`config.mk`:
```
export PLATFORM = sky130hd
export DESIGN_NAME = inv_add_round_key
export DESIGN_NICKNAME = d
export VERILOG_FILES = /design/src/rtl/inv_add_round_key.sv
export SDC_FILE = /design/constraint.sdc
export NUM_CORES = 2
export LEC_CHECK = 0
export BUFFER_PORTS_ARGS = -buffer_cell sky130_fd_sc_hd__buf_2
export CORE_AREA = 3 3 514 312
export DETAILED_ROUTE_END_ITERATION = 6
export DIE_AREA = 0 0 517 315
export GPL_TIMING_DRIVEN = 0
export SLEW_MARGIN = 20
export SYNTH_ARGS = -nofsm -noshare
export SYNTH_HDL_FRONTEND = slang
export SYNTH_SLANG_ARGS = --single-unit
export TNS_END_PERCENT = 30
```
`constraint.sdc`:
```
create_clock -name clk -period 2.3 [get_ports clk]
set_input_delay 0.23 -clock clk [delete_from_list [all_inputs] [get_ports clk]]
set_output_delay 0.23 -clock clk [all_outputs]
set_load 0.02 [all_outputs]
```
`src/rtl/inv_add_round_key.sv`:
```
// AES-128 decryption AddRoundKey stage: XORs each accepted state with the
// round key for the internally tracked (descending) round, one register deep.
module inv_add_round_key #(
    parameter int unsigned NR = 10,
    parameter int unsigned SW = 128
) (
    input  logic          clk,
    input  logic          rst_n,
    input  logic          key_we,
    input  logic [3:0]    key_addr,
    input  logic [0:SW-1] key_wdata,
    input  logic          in_valid,
    output logic          in_ready,
    input  logic [0:SW-1] in_state,
    input  logic          in_first,
    output logic          out_valid,
    input  logic          out_ready,
    output logic [0:SW-1] out_state,
    output logic [3:0]    out_round,
    output logic          out_mix,
    output logic          out_last
);

    localparam int unsigned   RW       = 4;
    localparam logic [RW-1:0] LAST_RND = RW'(NR);

    logic [0:SW-1] r_key [0:NR];
    logic [RW-1:0] r_rnd;
    logic          r_out_valid;
    logic [0:SW-1] r_out_state;
    logic [RW-1:0] r_out_round;
    logic          r_out_mix;
    logic          r_out_last;

    logic          w_accept;
    logic [RW-1:0] w_sel;
    logic [RW-1:0] w_rnd_nxt;
    logic [0:SW-1] w_key;

    assign in_ready  = !r_out_valid || out_ready;
    assign w_accept  = in_valid && in_ready;
    // A first beat restarts the schedule at the top round, aborting any block in flight.
    assign w_sel     = in_first ? LAST_RND : r_rnd;
    assign w_key     = r_key[w_sel];
    assign w_rnd_nxt = (w_sel == '0) ? LAST_RND : w_sel - RW'(1);

    // Key bank; the datapath reads the pre-edge contents, so a same-cycle write is seen next beat.
    always_ff @(posedge clk or negedge rst_n) begin
        if (!rst_n) begin
            for (int unsigned i = 0; i <= NR; i++) begin
                r_key[i] <= '0;
            end
        end else if (key_we && (key_addr <= LAST_RND)) begin
            r_key[key_addr] <= key_wdata;
        end
    end

    // Output register and round counter.
    always_ff @(posedge clk or negedge rst_n) begin
        if (!rst_n) begin
            r_rnd       <= LAST_RND;
            r_out_valid <= 1'b0;
            r_out_state <= '0;
            r_out_round <= '0;
            r_out_mix   <= 1'b0;
            r_out_last  <= 1'b0;
        end else if (w_accept) begin
            r_rnd       <= w_rnd_nxt;
            r_out_valid <= 1'b1;
            r_out_state <= in_state ^ w_key;
            r_out_round <= w_sel;
            r_out_mix   <= (w_sel != '0) && (w_sel != LAST_RND);
            r_out_last  <= (w_sel == '0);
        end else if (out_ready) begin
            r_out_valid <= 1'b0;
        end
    end

    assign out_valid = r_out_valid;
    assign out_state = r_out_state;
    assign out_round = r_out_round;
    assign out_mix   = r_out_mix;
    assign out_last  = r_out_last;

endmodule

```
# After elaboration in Yosys (flattened, before gate mapping)
# Index checks and enable logic that the tools add are counted.
# totals
reg_bits	1547
out_inout_bits	136
word_cells	45
# classes
n_addsub	1
order_cmp	4
n_eq_ne	1
muxes	10
n_bitwise	3
reduce_logical	9
# ops
cell	n
$bwmux W1408	1
$bmux W128 S4	1
$demux W128 S4	1
$mux W128	3
$xor A128 B128 Y128	1
$ge A5 B5 Y1 const B	2
$not A4 Y5	2
$mux W4	2
$lt A5 B1 Y1 const B	1
$le A4 B4 Y1 const B	1
$logic_and A1 B1 Y1	4
$logic_not A4 Y1	1
$ne A4 B4 Y1 const B	1
$reduce_bool A4 Y1	1
$sub A4 B1 Y4 const B	1
$mux W1	2
$reduce_bool A2 Y1	1
$logic_not A1 Y1	1
$logic_or A1 B1 Y1	1

# Depth between registers and ports, before layout
# depth
depth_word	6
depth_mapped	11
mapped_depth_nobuf	7

# Worst setup path before layout
# Ideal clock, no wire load.
# synth_timing
kind	register to register
from	register r_rnd[0]
to	register r_out_state (netlist bit out_state[8])
setup_ps	120
arrival_time_ps	2106
required_ps	2180
slack_ps	74
stages_incl_launch_ff	11
n_path_buf	4
path_cell_list	dfrtp_1 > buf_2 > nor2b_4 > buf_6 > inv_2 > buf_2 > buf_2 > mux2_2 > a222oi_1 > nand3_1 > a31o_1
# synth_via
elab_chain_len	6
# synth_lines
element	line_no	rtl
start, declared	28	logic [RW-1:0] r_rnd;
start signal, assigned	68	r_rnd <= w_rnd_nxt;
$mux W4	43	assign w_sel = in_first ? LAST_RND : r_rnd;
$not A4 Y5 (implied by the code)	44	assign w_key = r_key[w_sel];
$bmux W128 S4	44	
$mux W128 (implied by the code) (2 in series)	44	
$xor A128 B128 Y128	70	r_out_state <= in_state ^ w_key;
end signal, assigned	70	
end, declared	30	logic [0:SW-1] r_out_state;
# No other way between the ends. The select of a mux whose other input is x is not followed.
# A chain may end at the register's enable or synchronous reset.

# Worst setup path in the final report
# layout_timing
from	register r_rnd[0]
to	register r_out_state (netlist bit out_state[39])
# Same word-level chain as after synthesis.

==> metrics.md <==
| Metric | Value |
|---|---|
| Status | `finished, violations left` |
| Violated checks | `negative setup slack` |
| Count of state elements after synthesis | `1,547` |
| Fin cells | `8,022` |
| Hold_ws | `45.1 ps` |
| Syn Inst Count | `4,913` |
| Crit-path max FO | `9` |
| Fmax | `0.378 GHz` |
| Die area | `163,000 um^2` |
| Synth area leaders | `dfrtp_1, mux2_2, mux4_2, clkbuf_1, mux2i_1` |
| Slew of the pin with the lowest slew margin | `986 ps` |
| Remaining Overflow, GRT | `0` |
| Reg2reg start | `r_rnd[0]$_DFFE_PN0P_` |
| Period minus WS final | `between 2000 and 3000 ps` |
| Cell Pwr Density | `around 1000 nW/um^2` |
| Critical Path Max Stage Delay | `550 ps` |
| Post-route ant nets | `0` |
| Final count of hold timing violations | `0` |
| Critical Path RT | `between 2000 and 3000 ps` |
| Post-route total power | `0.0848 W` |
| Mean Syn Cell Area | `14.3 um^2` |
| Slowest stage cell, crit path | `mux4_2` |
| Clock Sinks | `1,547` |
| Die Span Y | `315 um` |
| Sum of negative setup slack | `-29,560 ps` |
| Setup violations, final | `approximately 120` |
| Layout cells sized above 1 | `44.6%` |
| Area leader, netlist | `dfrtp_1` |
| Multi-input logic area | `29,200 um^2` |
| Vias in the first global route | `48.3k` |
| Area growth, synth to finish | `21.5%` |
| Post-synth cell types | `between 40 and 50` |
| Placer Congestion | `0.801` |
| CP Cell Sequence | `nor2b_4 -> buf_12 -> buf_16 -> clkbuf_16 -> mux4_2 -> a222oi_1 -> buf_4 -> nand3_2 -> a31o_1` |
| 1st-iter DRT viols | `4,320` |
| WP buf/inv | `4` |
| First-pass GRT wire length | `322 mm` |
| Initial Util | `45.0%` |
| Peak VDD IR | `0.000753 V` |
| Clk slew on worst S/H paths | `roughly 70 ps` |
| # Max-Cap Violations | `0` |
| Hold Path Class | `in2async` |
| Post-route setup slack | `-345 ps` |
| Fin nets | `6,115` |
| Crit. End Element | `register` |
| H-tree levels | `4` |
| Critical Path Start | `r_rnd[0]$_DFFE_PN0P_` |
| Antenna violations before repair | `14` |
| Sequential fraction of the synthesis area | `between 50% and 60%` |
| CORE AREA | `156,000 um^2` |
| Max-slew violations | `0` |
| CTS buffer count | `150` |
| Layout fillers | `about 13k` |
| Synthesis Warnings | `0` |
| DR vias/cell | `5.88` |
| Remaining DRCs | `0` |
| Register area | `38,700 um^2` |
| DP HPWL | `149 mm` |
| Crit path DAT | `3320 ps` |
| Placed cells | `7,390` |
| Clock buffer depth | `3` |
| Largest net degree at the start of global routing | `125` |
| I/O Pins | `402` |
| RSZ-0062 raised after global routing | `yes` |
| Port-buffer cells | `401` |
| Crit Path Class | `reg2reg` |
| Final WL | `217 mm` |
| Family with the most delay on the worst path | `buffers and inverters` |
| Leak | `37.6 nW` |
| GRT Util Overall | `between 20% and 30%` |
| DIE WIDTH | `517 um` |
| Worst slew margin | `34.3%` |
| DP Worst Slack | `-1730 ps` |
| Final Skew | `23.8 ps` |
| Row cnt | `about 110` |
| Worst setup SP type | `register` |
| WL per Instance | `27.1 um` |
| Net Count, Synth | `5,180` |
| CTS root buffer | `clkbuf_16` |
| CTS tree | `built` |
| Pre-antenna DRT Iters | `7` |
| R2R Setup Slk | `-340 ps` |
| Mapped cell area | `70,000 um^2` |
| Clock latency on the worst-skew pair | `790 ps` |
| Fin crit share | `115%` |
| Top cell type's share of synthesized area | `55.2%` |
| Via count | `roughly 47k` |
==> registers in the layout (all words and copies together), names as in the netlist <==
register   cells
out_last       1
out_mix        1
out_round      4
out_state    128
out_valid      1
r_key       1408
r_rnd          4
==> cell type report <==
| type | instances | area share (%) |
|---|---|---|
| Clock buffer | 220 | 5.27 |
| Buffer | 480 | 3.04 |
| Sequential cell | 1547 | 45.5 |
| Tap cell | 2052 | 3.02 |
| Timing Repair Buffer | 786 | 7.57 |
| Inverter | 131 | 0.590 |
| Multi-Input combinational cell | 2752 | 34.3 |
| Antenna cell | 7 | 0.0206 |
| Clock inverter | 47 | 0.666 |
==> metal layers <==
layer	global-route usage [%]	vias up	wire length, um
li1	-	20283	-
met1	41.0	25165	104000
met2	37.6	1413	92100
met3	5.76	314	15100
met4	7.35	2	5600
met5	0	-	13
==> cell families (layout without fill, tap and decap cells) <==
group	Yosys count	after routing	synth area share, %
simple gates	306	306	2.44
compound gates	652	652	8.08
buf+inv	614	1664	3.51
flops	1547	1547	55.3
other cells	0	7	0
fa+ha+maj	1	1	0.0179
mux	1793	1793	30.7
==> report_power, final <==
part | switching (W) | internal, W | total, W
Clock | 0.0110 | 0.0147 | 0.0257
Sequential | 0.00338 | 0.0336 | 0.0370
Combinational | 0.0109 | 0.0113 | 0.0221
Total | 0.0252 | 0.0596 | 0.0848
==> placed cells by master, fill, tap and decap left out, drive strengths merged, types with 2 or more instances in the layout <==
cell and instances:
a21o 127, nand2b 6, nor2b 4, or3 3
a211o 126, bufinv 10, bufbuf 6, mux2 1535
a31oi 2, clkinvlp 3, a221oi 126, nand3 129
nor2 9, o21ai 10, a31o 128, dfstp 2
clkbuf 629, mux2i 130, inv 136, mux4 128
nand3b 4, dfrtp 1545, buf 588, o31ai 2
a222oi 127, nand2 15, diode 7, and2 130
clkinv 29, nor3 2, dlygate4sd3 262
==> per-stage QoR <==
step	area [um^2]	utilization, %
2_1_floorplan	70000	-
3_3_place_gp	74600	48.0
3_5_place_dp	75200	48.4
4_1_cts	84900	54.6
5_1_grt	85100	54.7
6_report	85100	54.7
==> cells in the mapped netlist (all sizes together) <==
library cell / instances
a31o: 128
nor2: 9
and2: 130
o31ai: 2
ha: 1
nor2b: 4
or3b: 1
nor3b: 1
dfrtp: 1545
inv: 131
a31oi: 2
nor3: 2
mux2: 1535
and4: 1
a221oi: 126
a21o: 127
a211o: 126
o2111ai: 1
o22a: 1
buf: 73
mux2i: 130
o21ai: 10
nand2: 15
mux4: 128
nand3b: 4
or3: 3
clkbuf: 410
nand3: 129
o22ai: 1
dfstp: 2
nand2b: 6
and3: 1
a222oi: 127
a21oi: 1
==> repair_timing <==
| item | CTS | global route |
|---|---|---|
| gates resized for setup | 294 | 28 |
| hold buffers | 271 | 0 |
| gates cloned | 11 | 3 |
| buffers inserted | 72 | 5 |
| hold endpoints to repair | 461 | 0 |
| pin swaps | 122 | 28 |
| setup endpoints to repair | 732 | 242 |
==> tightest hold or removal path, cell delays in order <==
cell	delay [ps]
buf_12	80
buf_12	90
buf_12	90
buf_12	80
buf_12	100
buf_16	130
buf_16	140
buf_16	270
==> worst paths after layout <==
check                      cells past startpoint                        end
setup / recovery                               9  out_state[39]$_DFFE_PN0P_
hold / removal                                 8    r_key[1056]$_DFFE_PN0P_
setup reg to reg                               9  out_state[39]$_DFFE_PN0P_
hold reg to reg                                2   out_round[0]$_DFFE_PN0P_
max in group asynchronous                     11     r_key[104]$_DFFE_PN0P_
min in group clk                               4   out_round[3]$_DFFE_PN0P_
Power figures use the tool's default switching activity.
